<file path="config.mk">
export PLATFORM = sky130hd
export DESIGN_NAME = led_rgb_pwm_mux
export DESIGN_NICKNAME = d
export VERILOG_FILES = /design/src/rtl/led_pwm_pkg.sv /design/src/rtl/led_pwm_phase_timer.sv /design/src/rtl/led_rgb_pwm_mux.sv
export SDC_FILE = /design/constraint.sdc
export NUM_CORES = 1
export LEC_CHECK = 0
export CORE_ASPECT_RATIO = 1.5
export CORE_MARGIN = 2
export CORE_UTILIZATION = 45
export CTS_BUF_LIST = sky130_fd_sc_hd__clkbuf_16
export DETAILED_ROUTE_END_ITERATION = 12
export GPL_ROUTABILITY_DRIVEN = 0
export PLACE_DENSITY = 0.73
export SYNTH_ARGS = -nofsm -noshare
export SYNTH_HDL_FRONTEND = slang
export SYNTH_SLANG_ARGS = --single-unit
export TNS_END_PERCENT = 30
</file>
<file path="constraint.sdc">
create_clock -name clk -period 3.3 [get_ports clk]
set_clock_uncertainty 0.15 [all_clocks]
set_input_delay 0.33 -clock clk [delete_from_list [all_inputs] [get_ports clk]]
set_output_delay 0.33 -clock clk [all_outputs]
set_load 0.03 [all_outputs]
</file>
<file path="src/rtl/led_pwm_pkg.sv">
// -----------------------------------------------------------------------------
// led_pwm_pkg
//   Shared definitions for the time-multiplexed RGB LED PWM driver.
//   - Logical colour indices used by the pattern engines.
//   - Default badge colour map: 11 LEDs with mixed RGB/BGR/GRB sink wiring.
//     Each LED takes 2*NUM_COLORS bits. Field c (bits [2c+1:2c]) holds the
//     physical sink number for logical colour c.
//   - Scan FSM state type and a frame length helper.
// -----------------------------------------------------------------------------
package led_pwm_pkg;

    localparam int COLOR_RED   = 0;
    localparam int COLOR_GREEN = 1;
    localparam int COLOR_BLUE  = 2;

    localparam int DFLT_NUM_LEDS   = 11;
    localparam int DFLT_NUM_COLORS = 3;

    // Per-LED 6-bit map entries written as {blue, green, red} sink numbers.
    localparam logic [5:0] MAP_RGB = {2'd2, 2'd1, 2'd0};
    localparam logic [5:0] MAP_BGR = {2'd0, 2'd1, 2'd2};
    localparam logic [5:0] MAP_GRB = {2'd2, 2'd0, 2'd1};

    // LED 0 sits in the least significant slice.
    localparam logic [DFLT_NUM_LEDS*2*DFLT_NUM_COLORS-1:0] DFLT_COLOR_MAP = {
        MAP_GRB,  // LED 10
        MAP_BGR,  // LED 9
        MAP_RGB,  // LED 8
        MAP_RGB,  // LED 7
        MAP_GRB,  // LED 6
        MAP_BGR,  // LED 5
        MAP_BGR,  // LED 4
        MAP_RGB,  // LED 3
        MAP_GRB,  // LED 2
        MAP_BGR,  // LED 1
        MAP_RGB   // LED 0
    };

    typedef enum logic {
        ST_BLANK = 1'b0,
        ST_DRIVE = 1'b1
    } scan_state_e;

    // Cycles in one full frame: every phase is a blanking gap plus a PWM period.
    function automatic int frame_len(input int num_colors, input int blank_cycles,
                                     input int pwm_bits);
        return num_colors * (blank_cycles + (1 << pwm_bits));
    endfunction

endpackage

</file>
<file path="src/rtl/led_pwm_phase_timer.sv">
// -----------------------------------------------------------------------------
// led_pwm_phase_timer
//   Scan sequencer: for each colour phase runs BLANK for BLANK_CYCLES cycles,
//   then DRIVE for one PWM period (2**PWM_BITS cycles), then moves on to the
//   next phase, wrapping to phase 0 after the last colour.
//   The state held here names the slot the output stage will present after
//   the next clock edge.
// Ports
//   clk, rst_    clock, asynchronous active-low reset
//   en           scan enable; low parks the sequencer at phase 0 BLANK, count 0
//   phase        current colour phase
//   k            PWM counter within DRIVE
//   drive        slot is a DRIVE slot
//   swap         slot is the last DRIVE cycle of the last phase
//   frame_start  slot is the first BLANK cycle of phase 0
// -----------------------------------------------------------------------------
module led_pwm_phase_timer
    import led_pwm_pkg::*;
#(
    parameter int NUM_COLORS   = 3,
    parameter int PWM_BITS     = 8,
    parameter int BLANK_CYCLES = 4,
    parameter int PH_W         = (NUM_COLORS > 1) ? $clog2(NUM_COLORS) : 1
) (
    input  logic                clk,
    input  logic                rst_,
    input  logic                en,
    output logic [PH_W-1:0]     phase,
    output logic [PWM_BITS-1:0] k,
    output logic                drive,
    output logic                swap,
    output logic                frame_start
);

    // One counter serves both the blanking gap and the PWM period.
    localparam int CNT_W = (PWM_BITS >= $clog2(BLANK_CYCLES)) ? PWM_BITS : $clog2(BLANK_CYCLES);
    localparam logic [CNT_W-1:0] BLANK_LAST = CNT_W'(BLANK_CYCLES - 1);
    localparam logic [CNT_W-1:0] DRIVE_LAST = CNT_W'((1 << PWM_BITS) - 1);
    localparam logic [PH_W-1:0]  PHASE_LAST = PH_W'(NUM_COLORS - 1);

    scan_state_e      state;
    logic [PH_W-1:0]  phase_q;
    logic [CNT_W-1:0] cnt;

    always_ff @(posedge clk or negedge rst_) begin
        if (!rst_) begin
            state   <= ST_BLANK;
            phase_q <= '0;
            cnt     <= '0;
        end else if (!en) begin
            state   <= ST_BLANK;
            phase_q <= '0;
            cnt     <= '0;
        end else begin
            case (state)
                ST_BLANK: begin
                    if (cnt == BLANK_LAST) begin
                        state <= ST_DRIVE;
                        cnt   <= '0;
                    end else begin
                        cnt <= cnt + 1'b1;
                    end
                end
                ST_DRIVE: begin
                    if (cnt == DRIVE_LAST) begin
                        state   <= ST_BLANK;
                        cnt     <= '0;
                        phase_q <= (phase_q == PHASE_LAST) ? '0 : phase_q + 1'b1;
                    end else begin
                        cnt <= cnt + 1'b1;
                    end
                end
            endcase
        end
    end

    assign phase       = phase_q;
    assign k           = cnt[PWM_BITS-1:0];
    assign drive       = (state == ST_DRIVE);
    assign swap        = (state == ST_DRIVE) && (phase_q == PHASE_LAST) && (cnt == DRIVE_LAST);
    assign frame_start = (state == ST_BLANK) && (phase_q == '0) && (cnt == '0);

endmodule

</file>
<file path="src/rtl/led_rgb_pwm_mux.sv">
// -----------------------------------------------------------------------------
// led_rgb_pwm_mux
//   Time-multiplexed PWM driver for NUM_LEDS common-sink RGB LEDs.
//   Pattern engines write duty values into a staging array; a commit request
//   copies staging into the active array on the last DRIVE cycle of the frame,
//   so a frame never shows a half-updated picture. Logical colours are remapped
//   to physical sinks at write time through COLOR_MAP.
// Ports
//   clk, rst_        clock, asynchronous active-low reset
//   en               scan enable
//   wr_en            staging write strobe
//   wr_led           LED index (writes to LEDs >= NUM_LEDS are dropped)
//   wr_color         logical colour (colours >= NUM_COLORS are dropped)
//   wr_data          duty value
//   commit           request staging->active copy at the next frame boundary
//   commit_pending   commit accepted, copy not yet done
//   frame_start      one-cycle pulse on the first cycle of each frame
//   ledc             anode drives, registered
//   ledrgb           sink drives, one-hot or zero, registered
// -----------------------------------------------------------------------------
module led_rgb_pwm_mux
    import led_pwm_pkg::*;
#(
    parameter int NUM_LEDS     = DFLT_NUM_LEDS,
    parameter int NUM_COLORS   = DFLT_NUM_COLORS,
    parameter int PWM_BITS     = 8,
    parameter int BLANK_CYCLES = 4,
    parameter logic [NUM_LEDS*2*NUM_COLORS-1:0] COLOR_MAP =
        DFLT_COLOR_MAP[NUM_LEDS*2*NUM_COLORS-1:0],
    parameter int LED_W        = (NUM_LEDS > 1) ? $clog2(NUM_LEDS) : 1
) (
    input  logic                  clk,
    input  logic                  rst_,
    input  logic                  en,
    input  logic                  wr_en,
    input  logic [LED_W-1:0]      wr_led,
    input  logic [1:0]            wr_color,
    input  logic [PWM_BITS-1:0]   wr_data,
    input  logic                  commit,
    output logic                  commit_pending,
    output logic                  frame_start,
    output logic [NUM_LEDS-1:0]   ledc,
    output logic [NUM_COLORS-1:0] ledrgb
);

    localparam int PH_W  = (NUM_COLORS > 1) ? $clog2(NUM_COLORS) : 1;
    localparam int MAP_W = 2 * NUM_COLORS;

    localparam logic [LED_W:0]        LED_LIMIT   = (LED_W + 1)'(NUM_LEDS);
    localparam logic [2:0]            COLOR_LIMIT = 3'(NUM_COLORS);
    localparam logic [NUM_COLORS-1:0] RGB_ONE     = NUM_COLORS'(1);

    // Physical sink for a logical colour on a given LED.
    function automatic logic [1:0] map_field(input logic [LED_W-1:0] led,
                                             input logic [1:0] color);
        return COLOR_MAP[int'(led) * MAP_W + 2 * int'(color) +: 2];
    endfunction

    logic [PWM_BITS-1:0] staging [NUM_LEDS][NUM_COLORS];
    logic [PWM_BITS-1:0] active  [NUM_LEDS][NUM_COLORS];

    logic [PH_W-1:0]     t_phase;
    logic [PWM_BITS-1:0] t_k;
    logic                t_drive;
    logic                t_swap;
    logic                t_frame_start;

    logic [1:0]          wr_phys;
    logic                wr_ok;
    logic                swap_now;
    logic [NUM_LEDS-1:0] ledc_nxt;

    led_pwm_phase_timer #(
        .NUM_COLORS   (NUM_COLORS),
        .PWM_BITS     (PWM_BITS),
        .BLANK_CYCLES (BLANK_CYCLES),
        .PH_W         (PH_W)
    ) u_timer (
        .clk         (clk),
        .rst_        (rst_),
        .en          (en),
        .phase       (t_phase),
        .k           (t_k),
        .drive       (t_drive),
        .swap        (t_swap),
        .frame_start (t_frame_start)
    );

    // A bad map entry (sink >= NUM_COLORS) also drops the write rather than
    // scribbling outside the colour range.
    assign wr_phys  = map_field(wr_led, wr_color);
    assign wr_ok    = wr_en
                   && ({1'b0, wr_led}   < LED_LIMIT)
                   && ({1'b0, wr_color} < COLOR_LIMIT)
                   && ({1'b0, wr_phys}  < COLOR_LIMIT);
    assign swap_now = en && t_swap;

    always_comb begin
        ledc_nxt = '0;
        for (int i = 0; i < NUM_LEDS; i++) begin
            ledc_nxt[i] = t_drive && (t_k < active[i][t_phase]);
        end
    end

    // Output stage: ledc and ledrgb load together from the same timer slot, so
    // a phase change never overlaps old anodes with a new sink.
    always_ff @(posedge clk or negedge rst_) begin
        if (!rst_) begin
            ledc           <= '0;
            ledrgb         <= '0;
            frame_start    <= 1'b0;
            commit_pending <= 1'b0;
            for (int i = 0; i < NUM_LEDS; i++) begin
                for (int c = 0; c < NUM_COLORS; c++) begin
                    staging[i][c] <= '0;
                    active[i][c]  <= '0;
                end
            end
        end else begin
            if (en) begin
                ledc        <= ledc_nxt;
                ledrgb      <= t_drive ? (RGB_ONE << t_phase) : '0;
                frame_start <= t_frame_start;
            end else begin
                ledc        <= '0;
                ledrgb      <= '0;
                frame_start <= 1'b0;
            end

            if (wr_ok) begin
                staging[wr_led][wr_phys[PH_W-1:0]] <= wr_data;
            end

            // The copy reads staging before this edge, so a write landing on
            // the swap edge waits for the following commit.
            if (swap_now) begin
                if (commit_pending || commit) begin
                    for (int i = 0; i < NUM_LEDS; i++) begin
                        for (int c = 0; c < NUM_COLORS; c++) begin
                            active[i][c] <= staging[i][c];
                        end
                    end
                end
                commit_pending <= 1'b0;
            end else if (commit) begin
                commit_pending <= 1'b1;
            end
        end
    end

endmodule

</file>
==> out/results.ini <==
[sta]
layout_min_cycle_time_ps = 3240
max-slew-margin-rel_pct = 12.4
max_freq_ghz = 0.309
whs_ps = 225
fin_crit_sh_pct = 98.1
worstMarginPinSlew_ps = 1310
setup_viol = 0
hold_violations = 0
slew_violations = 0

[pwr]
power_frac_comb_pct = 12.8
max-vdd-ir-drop_v = 0.000402
clkPwrFrac_pct = 37.7
p_leak_nw = 14.3
switching_power_mw = 4.00
powerDensity_nw_per_um2 = 535
internal_power_mw = 11.7
seqPwrFrac_pct = 49.5
switching_share_pct = 25.4

[critical_path]
reg2reg_to = ledc[2]
crit_path_cell_trace = dlygate4sd2_1, buf_4, fa_2, buf_4, nor2b_4, a2111oi_4, o311ai_2, o211ai_1, buf_4, o41ai_4, buf_4, clkbuf_16, nand3_1, buf_6, o2bb2ai_1
crit_required_ps = 3650
r2r_start = u_timer.phase[0]
cp.depth = 15
crit_family = buffers and inverters
cpPeakStageDelay_ps = 480
ff2ff_path_depth = 11
ff2ff_setup_slack_ps = 230
end_kind = flip-flop
cp_common_cell = buf_4
path_max_fanout = 9
crit_start = wr_led[2]
crit_end = staging[162]
startpoint_type = primary input
slowest_stage = fa_2
worstSetupPathType = in2reg
path_buf_inv = 7
cp.arrival_ps = 3590

[grt]
grt_max_degree = 100
antenna_found_initial = 0
grt_pass1_vias = 17125
grt_use_total_pct = 22.3
grt_pass1_wl_um = 99100
grt.overflow.total = 0

[clock_network]
cts_tree = yes
cts_root_buf = clkbuf_16
htree_levels = 2
clock_path_buffers = 3
path_clk_slew_ps = 60
cts-buffers-inserted = 49
clock_latency_ps = 590
clock-sinks = 555

[floorplan]
num_rows = 105
die-area_sq_um = 57500
ios = 35
initial_core_util_pct = 45.7
coreArea_sq_um = 54800
die_x_um = 196
die_h_um = 293

[run]
cap_violations = 0

[yosys]
avgSynthCellArea_sq_um = 13.6
synth_nets = 1953
yosys.area.top_type = dfrtp_1
synth-edff-count = 0
ys_warn_count = 0
yosys_most_used_dff = dfrtp_1
ys_ff_latch = 555
synth-seq-area-share_pct = 55.5
ys_types = 58
synthCells = 1839
yosys-top-cells-area = dfrtp_1 (56%), mux2_2 (19%), ha_1 (4.7%)
yosysTopAreaCellShare_pct = 55.5
mappedNetlistArea_sq_um = 25000
async_flop_share_pct = 100

[drt]
dr_wl_met2_um = 32400
highest-signal-layer = met4
wl_met1_um = 25800
finalWirelength_um = 63000
vias = 15839
wl_per_cell_um = 23.1
antenna_left = 0
drc_errors = 0
wl_met3_um = 2420
drt-initial-drc-count = 939
firstDrtPassIters = 6
drt-vias-per-instance = 5.82

[layout]
final_common_cell = dfrtp_1
drive_gt1_share_pct = 36.7
final_util_pct = 53.7
antenna_cells = 0
fillers = 4328
final_cell_mix = dfrtp_1 (553), mux2_2 (427), buf_4 (134)
syn2layout_area_growth_pct = 17.7
nets = 2102

[status]
outcome = finished, final reports clean

[hold_path]
hp-class = in2async

[placed_design]
hpwlAfterDp_um = 40600
io_buffers = 34

## power by group through the flow
stage / logic, mW / registers (mW) / clock network (mW)
after CTS: 1.91 / 7.79 / 6.02
final: 2.02 / 7.79 / 5.93
after global routing: 2.16 / 7.85 / 6.26
after floorplan: 1.06 / 7.76 / 0
after global placement: 1.80 / 7.87 / 0
after detailed placement: 1.87 / 7.90 / 0
## routing by layer
metal / global-route usage, % / vias to the layer above
met1: 27.7 / 8350
met3: 2.68 / 134
met2: 39.4 / 353
li1: - / 7002
met4: 8.91 / 0
met5: 0 / -
## worst min path at each step
stage                     from          end  slack, ps  cells after the start
after floorplan           rst_    active[0]       -120                      0
after global placement    rst_  active[123]        260                      1
after detailed placement  rst_  active[123]        260                      1
after CTS                 rst_  active[123]        230                      2
after global routing      rst_  active[123]        270                      2
final                     rst_  active[123]        220                      2
## what timing repair did
action | 4_1_cts | 5_1_grt
hold buffers | 1 | 0
setup endpoints to repair | 264 | 232
buffers inserted | 1 | 10
pin swaps | 8 | 10
hold endpoints to repair | 74 | 0
resized for setup | 20 | 18
cloned | 0 | 1
## cell type report
cell class	count	area, sq um	share of cell area (%)
Clock buffer	51	1280	4.34
Clock inverter	40	374	1.27
Inverter	23	86.3	0.293
Multi-Input combinational cell	1151	10800	36.8
Sequential cell	555	13900	47.2
Tap cell	695	870	2.96
Timing Repair Buffer	208	2100	7.15
## logic make-up (layout without fill, tap and decap cells)
kind of cell | Yosys count | count (layout) | synth area share [%]
flops | 555 | 555 | 55.5
mux | 532 | 532 | 23.5
compound gates | 300 | 300 | 8.47
simple gates | 215 | 215 | 5.18
buf+inv | 133 | 322 | 2.13
fa+ha+maj | 95 | 95 | 4.81
xor+xnor | 9 | 9 | 0.375
## through the flow
stage	TNS (ps)	instances	total power, mW	cell area [sq um]	setup slack [ps]
after CTS	0	2712	15.7	29300	14.7
after floorplan	-14110	1839	8.83	25100	-156
after global routing	-79.1	2723	16.3	29400	-27.2
after detailed placement	-248930	2619	9.77	27500	-1020
final	0	2723	15.7	29400	61.2
after global placement	-200570	2619	9.67	27500	-808
## sequential cells by signal, indices dropped and copies added, names as in the netlist
name	count
active	264
staging	264
ledc	11
u_timer.k	8
ledrgb	3
u_timer.phase	2
commit_pending	1
frame_start	1
u_timer.drive	1
## synthesized netlist by cell type, types with 15 or more instances
master / count
dfrtp_1: 555
o21ai_0: 23
nand3_1: 20
ha_1: 93
nor2_1: 96
nand2_1: 32
mux2_1: 15
inv_1: 23
buf_2: 17
mux2_2: 428
a21o_1: 34
clkbuf_1: 84
o2bb2ai_1: 85
mux2i_1: 89
a21oi_1: 96
Note: power is estimated with default switching activity, not from simulation.
